File: src/rtl/cdc_handshake_rx.sv
// -----------------------------------------------------------------------------
// cdc_handshake_rx
// Receive side of a four-phase req/ack clock-domain-crossing handshake.
// The asynchronous request level is synchronized into clk. The data word that
// accompanies it is captured and offered to a local consumer over valid/ready.
// The acknowledge is returned only after the consumer takes the word, so the
// consumer applies backpressure all the way back to the sender.
//
// Ports
//   clk        in   receive-domain clock
//   rst        in   asynchronous, active-high reset
//   req_in     in   request level from the sender (asynchronous to clk)
//   data_in    in   sender data, held stable while req_in is high and until
//                   the sender sees ack_out high
//   ack_out    out  acknowledge level back to the sender, straight from a flop
//   out_valid  out  a captured word is available
//   out_data   out  captured word; holds the last capture after acceptance
//   out_ready  in   consumer accepts when high together with out_valid
//   busy       out  high whenever the handshake FSM is not idle
//   proto_err  out  sticky: the sender dropped req_in before it was acked
//   rx_count   out  count of accepted words, wraps modulo 2^COUNT_W
// -----------------------------------------------------------------------------
module cdc_handshake_rx #(
   parameter int unsigned DATA_W      = 32,
   parameter int unsigned SYNC_STAGES = 2,
   parameter int unsigned COUNT_W     = 16
) (
   input  logic               clk,
   input  logic               rst,
   input  logic               req_in,
   input  logic [DATA_W-1:0]  data_in,
   output logic               ack_out,
   output logic               out_valid,
   output logic [DATA_W-1:0]  out_data,
   input  logic               out_ready,
   output logic               busy,
   output logic               proto_err,
   output logic [COUNT_W-1:0] rx_count
);

   typedef enum logic [1:0] {
      ST_IDLE  = 2'd0,
      ST_VALID = 2'd1,
      ST_ACK   = 2'd2
   } state_e;

   // ---------------------------------------------------------------------------
   // Request synchronizer. Only the last stage (req_s) feeds the logic.
   // ---------------------------------------------------------------------------
   logic [SYNC_STAGES-1:0] sync_q;
   logic                   req_s;

   always_ff @(posedge clk or posedge rst) begin
      if (rst) begin
         sync_q <= '0;
      end else begin
         sync_q <= {sync_q[SYNC_STAGES-2:0], req_in};
      end
   end

   assign req_s = sync_q[SYNC_STAGES-1];

   // ---------------------------------------------------------------------------
   // Handshake FSM registers
   // ---------------------------------------------------------------------------
   state_e               state_q,  state_d;
   logic                 ack_q,    ack_d;
   logic                 valid_q,  valid_d;
   logic [DATA_W-1:0]    data_q,   data_d;
   logic                 busy_q,   busy_d;
   logic                 err_q,    err_d;
   logic [COUNT_W-1:0]   count_q,  count_d;

   always_ff @(posedge clk or posedge rst) begin
      if (rst) begin
         state_q <= ST_IDLE;
         ack_q   <= 1'b0;
         valid_q <= 1'b0;
         data_q  <= '0;
         busy_q  <= 1'b0;
         err_q   <= 1'b0;
         count_q <= '0;
      end else begin
         state_q <= state_d;
         ack_q   <= ack_d;
         valid_q <= valid_d;
         data_q  <= data_d;
         busy_q  <= busy_d;
         err_q   <= err_d;
         count_q <= count_d;
      end
   end

   // ---------------------------------------------------------------------------
   // Next-state and output logic.
   // data_in is sampled directly: the sender holds it stable for at least
   // SYNC_STAGES cycles before req_s can rise, so it is quiet at capture time.
   // ---------------------------------------------------------------------------
   always_comb begin
      state_d = state_q;
      ack_d   = ack_q;
      valid_d = valid_q;
      data_d  = data_q;
      err_d   = err_q;
      count_d = count_q;

      unique case (state_q)
         ST_IDLE: begin
            if (req_s) begin
               data_d  = data_in;
               valid_d = 1'b1;
               state_d = ST_VALID;
            end
         end

         ST_VALID: begin
            // Request withdrawn before ack: flag it, but still finish the word.
            if (!req_s) begin
               err_d = 1'b1;
            end
            if (valid_q && out_ready) begin
               valid_d = 1'b0;
               ack_d   = 1'b1;
               count_d = count_q + COUNT_W'(1);
               state_d = ST_ACK;
            end
         end

         ST_ACK: begin
            // Waiting for the request to drop guarantees one word per level.
            if (!req_s) begin
               ack_d   = 1'b0;
               state_d = ST_IDLE;
            end
         end

         default: begin
            ack_d   = 1'b0;
            valid_d = 1'b0;
            state_d = ST_IDLE;
         end
      endcase

      busy_d = (state_d != ST_IDLE);
   end

   assign ack_out   = ack_q;
   assign out_valid = valid_q;
   assign out_data  = data_q;
   assign busy      = busy_q;
   assign proto_err = err_q;
   assign rx_count  = count_q;

endmodule

File: config.mk
export PLATFORM = sky130hd
export DESIGN_NAME = cdc_handshake_rx
export DESIGN_NICKNAME = d
export VERILOG_FILES = /design/src/rtl/cdc_handshake_rx.sv
export SDC_FILE = /design/constraint.sdc
export NUM_CORES = 1
export LEC_CHECK = 0
export CORE_MARGIN = 4
export CORE_UTILIZATION = 43
export CTS_CLUSTER_SIZE = 24
export DETAILED_ROUTE_END_ITERATION = 10
export PLACE_DENSITY = 0.79
export SYNTH_ARGS = -nofsm -noshare
export SYNTH_HDL_FRONTEND = slang
export SYNTH_SLANG_ARGS = --single-unit
File: constraint.sdc
create_clock -name clk -period 2.3 [get_ports clk]
set_input_delay 0.345 -clock clk [delete_from_list [all_inputs] [get_ports clk]]
set_output_delay 0.345 -clock clk [all_outputs]
set_load 0.02 [all_outputs]
==> tab_implementation.tex <==
\begin{tabular}{lr}
\hline
Metric & Value \\
\hline
\multicolumn{2}{l}{\textbf{Synthesis}} \\
Total standard cell area after synthesis & 2220 um2 \\
Share of synthesized registers carrying an async set or reset & 100\% \\
Most used standard cells in the synthesized netlist & sky130\_fd\_sc\_hd\_\_dfrtp\_1, sky130\_fd\_sc\_hd\_\_mux2\_2, sky130\_fd\_sc\_hd\_\_nand2\_1 \\
Synthesized instance count & 152 \\
Synthesized net count & 189 \\
EDFF count, synth & 0 \\
Biggest area contributors in the synthesized netlist & sky130\_fd\_sc\_hd\_\_dfrtp\_1, sky130\_fd\_sc\_hd\_\_mux2\_2, sky130\_fd\_sc\_hd\_\_xnor2\_1 \\
Count of different cell masters after synthesis & 30 \\
Part of the Yosys area used for sequential elements & between 60\% and 70\% \\
Mapped Avg Cell Area & 14.6 um2 \\
Flops \& latches, synth & 56 \\
Most used standard cell by instance count after synthesis & sky130\_fd\_sc\_hd\_\_dfrtp\_1 \\
Largest area contributor in the synthesized netlist & sky130\_fd\_sc\_hd\_\_dfrtp\_1 \\
Share of Yosys cell area claimed by the top area cell type & 63.2\% \\
Syn. warnings & 0 \\
Most used flip-flop cell after synthesis & sky130\_fd\_sc\_hd\_\_dfrtp\_1 \\
\multicolumn{2}{l}{\textbf{Drt}} \\
Violation count after the first detailed-routing iteration & around 60 \\
DRC violation count after routing & 0 \\
TritonRoute pass-1 iters & 6 \\
Post-detailed-route via-to-cell ratio & 4.79 \\
Residual antenna-violating net count after detailed routing & 0 \\
Number of vias in the routed layout & $\sim$1500 \\
Wire length per cell & 15.1 um \\
Total wirelength of the detailed-routed design & $\sim$4700 um \\
\multicolumn{2}{l}{\textbf{Die}} \\
Die Footprint & 6370 um2 \\
Number of top-level pins & 88 \\
Number of rows in the core area & 25 \\
Initial cell density of the core & roughly 46\% \\
Core Footprint & 4850 um2 \\
Height of the die & between 70 and 80 um \\
Width of the die & 79.8 um \\
\multicolumn{2}{l}{\textbf{CTS}} \\
Count of cells resized by post-cts repair & 0 \\
Number of H-tree branching levels & 2 \\
TritonCTS Sinks & 56 \\
CTS tree & built \\
CTS Root Cell & sky130\_fd\_sc\_hd\_\_clkbuf\_8 \\
Clock Pin Slew Worst Setup and Hold Paths & 80 ps \\
Number of hold-repair buffers added at the cts stage & 0 \\
Post-CTS setup buffer count & 0 \\
Total CTS buffers & 5 \\
Clock insertion delay at the later pin of the skew report & 300 ps \\
Buffer levels on the longest clock path & 2 \\
\multicolumn{2}{l}{\textbf{Timing}} \\
Max Clock Freq & 563 MHz \\
Largest clock skew in the final design & between 9 and 10 ps \\
Final setup violation count & 0 \\
Worst max-slew margin expressed relative to the limit & 72.9\% \\
Worst-Margin Slew & 406 ps \\
Fraction of the cycle the final worst path needs & between 70\% and 80\% \\
Total Neg Setup Slack & 0 ps \\
Max-slew violations & 0 \\
Final Hold Slack & 362 ps \\
Time the final worst path needs with I/O delays and setup & about 1800 ps \\
Number of hold-slack violations in the final timing report & 0 \\
Unrepaired setup endpoints after global routing & no \\
\multicolumn{2}{l}{\textbf{Power}} \\
Switching Fraction & 33.4\% \\
Maximum VDD drop & approximately 0.00054 V \\
Power share of the combinational group & 44.6\% \\
Sequential share of power & 38.7\% \\
Internal power contribution & approximately 2.7 mW \\
Clock power share & 16.7\% \\
Sw power & 1.37 mW \\
Cell leakage power & 1.42 nW \\
Areal power density over the cells & about 1200 nW/um2 \\
\multicolumn{2}{l}{\textbf{Critical path}} \\
Largest delay contributor family on the critical path & buffers and inverters \\
Critical path's largest stage delay & $\sim$650 ps \\
Launching element type of the critical path & flip-flop \\
Cell chain of the critical path & clkdlybuf4s50\_1 \\
Worst-path cell with the longest stage delay & sky130\_fd\_sc\_hd\_\_clkdlybuf4s50\_1 \\
Crit path kind & reg2out \\
CP Data Arrival Time & 1430 ps \\
Reg-to-reg startpoint & state\_q[0] \\
Critical R2R Capture & out\_data[7] \\
Category of the worst setup path capture point & output port \\
Critical path data required time & around 2000 ps \\
FF-to-FF setup slack & 610 ps \\
Buffers and inverters on the worst path & 1 \\
Crit-path max FO & 7 \\
R2R cell count & 4 \\
\multicolumn{2}{l}{\textbf{Place}} \\
DP Area & 3180 um2 \\
Post-DP HPWL & 3470 um \\
PortBufs & 87 \\
Routability cong. & 0.766 \\
\multicolumn{2}{l}{\textbf{Layout}} \\
Final antenna diode count & 0 \\
Net count, final & between 200 and 300 \\
Utilization after layout & 68.1\% \\
Synth-to-Final Area Change & 49.0\% \\
Ratio of cells with drive above 1 in the final layout & 19.9\% \\
Footprint of the flip-flops and latches & 1400 um2 \\
Area of the multi-input gates & roughly 780 um2 \\
Cell area after layout & roughly 3300 um2 \\
Fill cells & 367 \\
\multicolumn{2}{l}{\textbf{Global routing}} \\
Wire length of the first global-routing pass & 7850 um \\
Global-route congestion overflow total & 0 \\
Number of global-route vias before repair & about 1600 \\
Global routing usage summed across all routing layers & between 10\% and 20\% \\
Number of antenna violations at the first check in global routing & 0 \\
Maximum number of pins on one net before global-route repair & 57 \\
\multicolumn{2}{l}{\textbf{Worst hold path}} \\
Min-Delay Startpoint & sync\_q[0] \\
Instance count along the most critical hold path & 0 \\
Hold Path End & sync\_q[1] \\
Hold/Removal Path Class & reg2reg \\
\multicolumn{2}{l}{\textbf{Run}} \\
Max cap viols & 0 \\
\multicolumn{2}{l}{\textbf{Run status}} \\
Status & completed \\
\hline
\end{tabular}
-- state kept, by name (all words and copies together), names as in the netlist --
name	count
out_data	32
rx_count	16
state_q	2
sync_q	2
ack_out	1
busy	1
out_valid	1
proto_err	1
-- how the worst max path moves through the flow --
stage	start	to	slack [ps]	cells past startpoint
floorplan	rst	ack_out	580	1
global placement	out_ready	rx_count[10]	460	5
detailed placement	out_ready	rx_count[10]	410	5
CTS	out_valid	out_valid	500	1
global route	out_valid	out_valid	440	1
finish	out_valid	out_valid	530	1
-- stage by stage --
stage               instances  setup slack, ps  total power, mW
CTS                       313              500             4.14
global route              313              439             4.33
floorplan                 152              584             2.56
detailed placement        305              412             3.46
global placement          305              458             3.41
finish                    313              525             4.09
-- cell families (layout without fill, tap and decap cells) --
| logic type | Yosys count | after routing | synth area share, % |
|---|---|---|---|
| flip-flops | 56 | 56 | 63.2 |
| XOR/XNOR | 15 | 15 | 5.93 |
| AND/OR/NAND/NOR | 35 | 35 | 10.4 |
| multiplexers | 32 | 32 | 16.3 |
| AO/OA/AOI/OAI | 7 | 7 | 2.14 |
| adder cells (fa/ha/maj) | 1 | 1 | 0.564 |
| buffers and inverters | 6 | 100 | 1.52 |
-- final cells by class --
| type | instances | share of cell area, % |
|---|---|---|
| clock buffer | 7 | 2.92 |
| clock inverter | 1 | 0.909 |
| inverter | 3 | 0.341 |
| multi-input combinational | 90 | 23.7 |
| sequential | 56 | 42.4 |
| tap | 67 | 2.54 |
| timing repair buffer | 89 | 27.2 |
-- cell usage in the layout, fill, tap and decap left out, types with 2 or more instances in the layout --
master / instances
sky130_fd_sc_hd__and3_1: 3
sky130_fd_sc_hd__and4_1: 2
sky130_fd_sc_hd__clkbuf_8: 7
sky130_fd_sc_hd__clkdlybuf4s50_1: 87
sky130_fd_sc_hd__dfrtp_1: 56
sky130_fd_sc_hd__inv_1: 2
sky130_fd_sc_hd__mux2_2: 31
sky130_fd_sc_hd__nand2_1: 10
sky130_fd_sc_hd__nand3_1: 5
sky130_fd_sc_hd__nor2_1: 5
sky130_fd_sc_hd__xnor2_1: 8
sky130_fd_sc_hd__xor2_1: 7
-- power groups by stage --
| stage | Clock (mW) | Sequential [mW] | Combinational [mW] |
|---|---|---|---|
| final | 0.681 | 1.58 | 1.82 |
| after detailed placement | 0 | 1.61 | 1.85 |
| after global placement | 0 | 1.59 | 1.82 |
| after floorplan | 0 | 2.02 | 0.536 |
| after global routing | 0.744 | 1.65 | 1.94 |
| after CTS | 0.701 | 1.59 | 1.85 |
-- routing by layer --
layer | part of all wire (%) | global-route usage, % | up-vias
met2 | 42 | 23.0 | 69
li1 | - | - | 708
met3 | 8.4 | 5.53 | 5
met1 | 49 | 22.8 | 717
met5 | 0 | 0 | -
met4 | 0.80 | 4.56 | 0
Note: power is estimated with default switching activity, not from simulation.
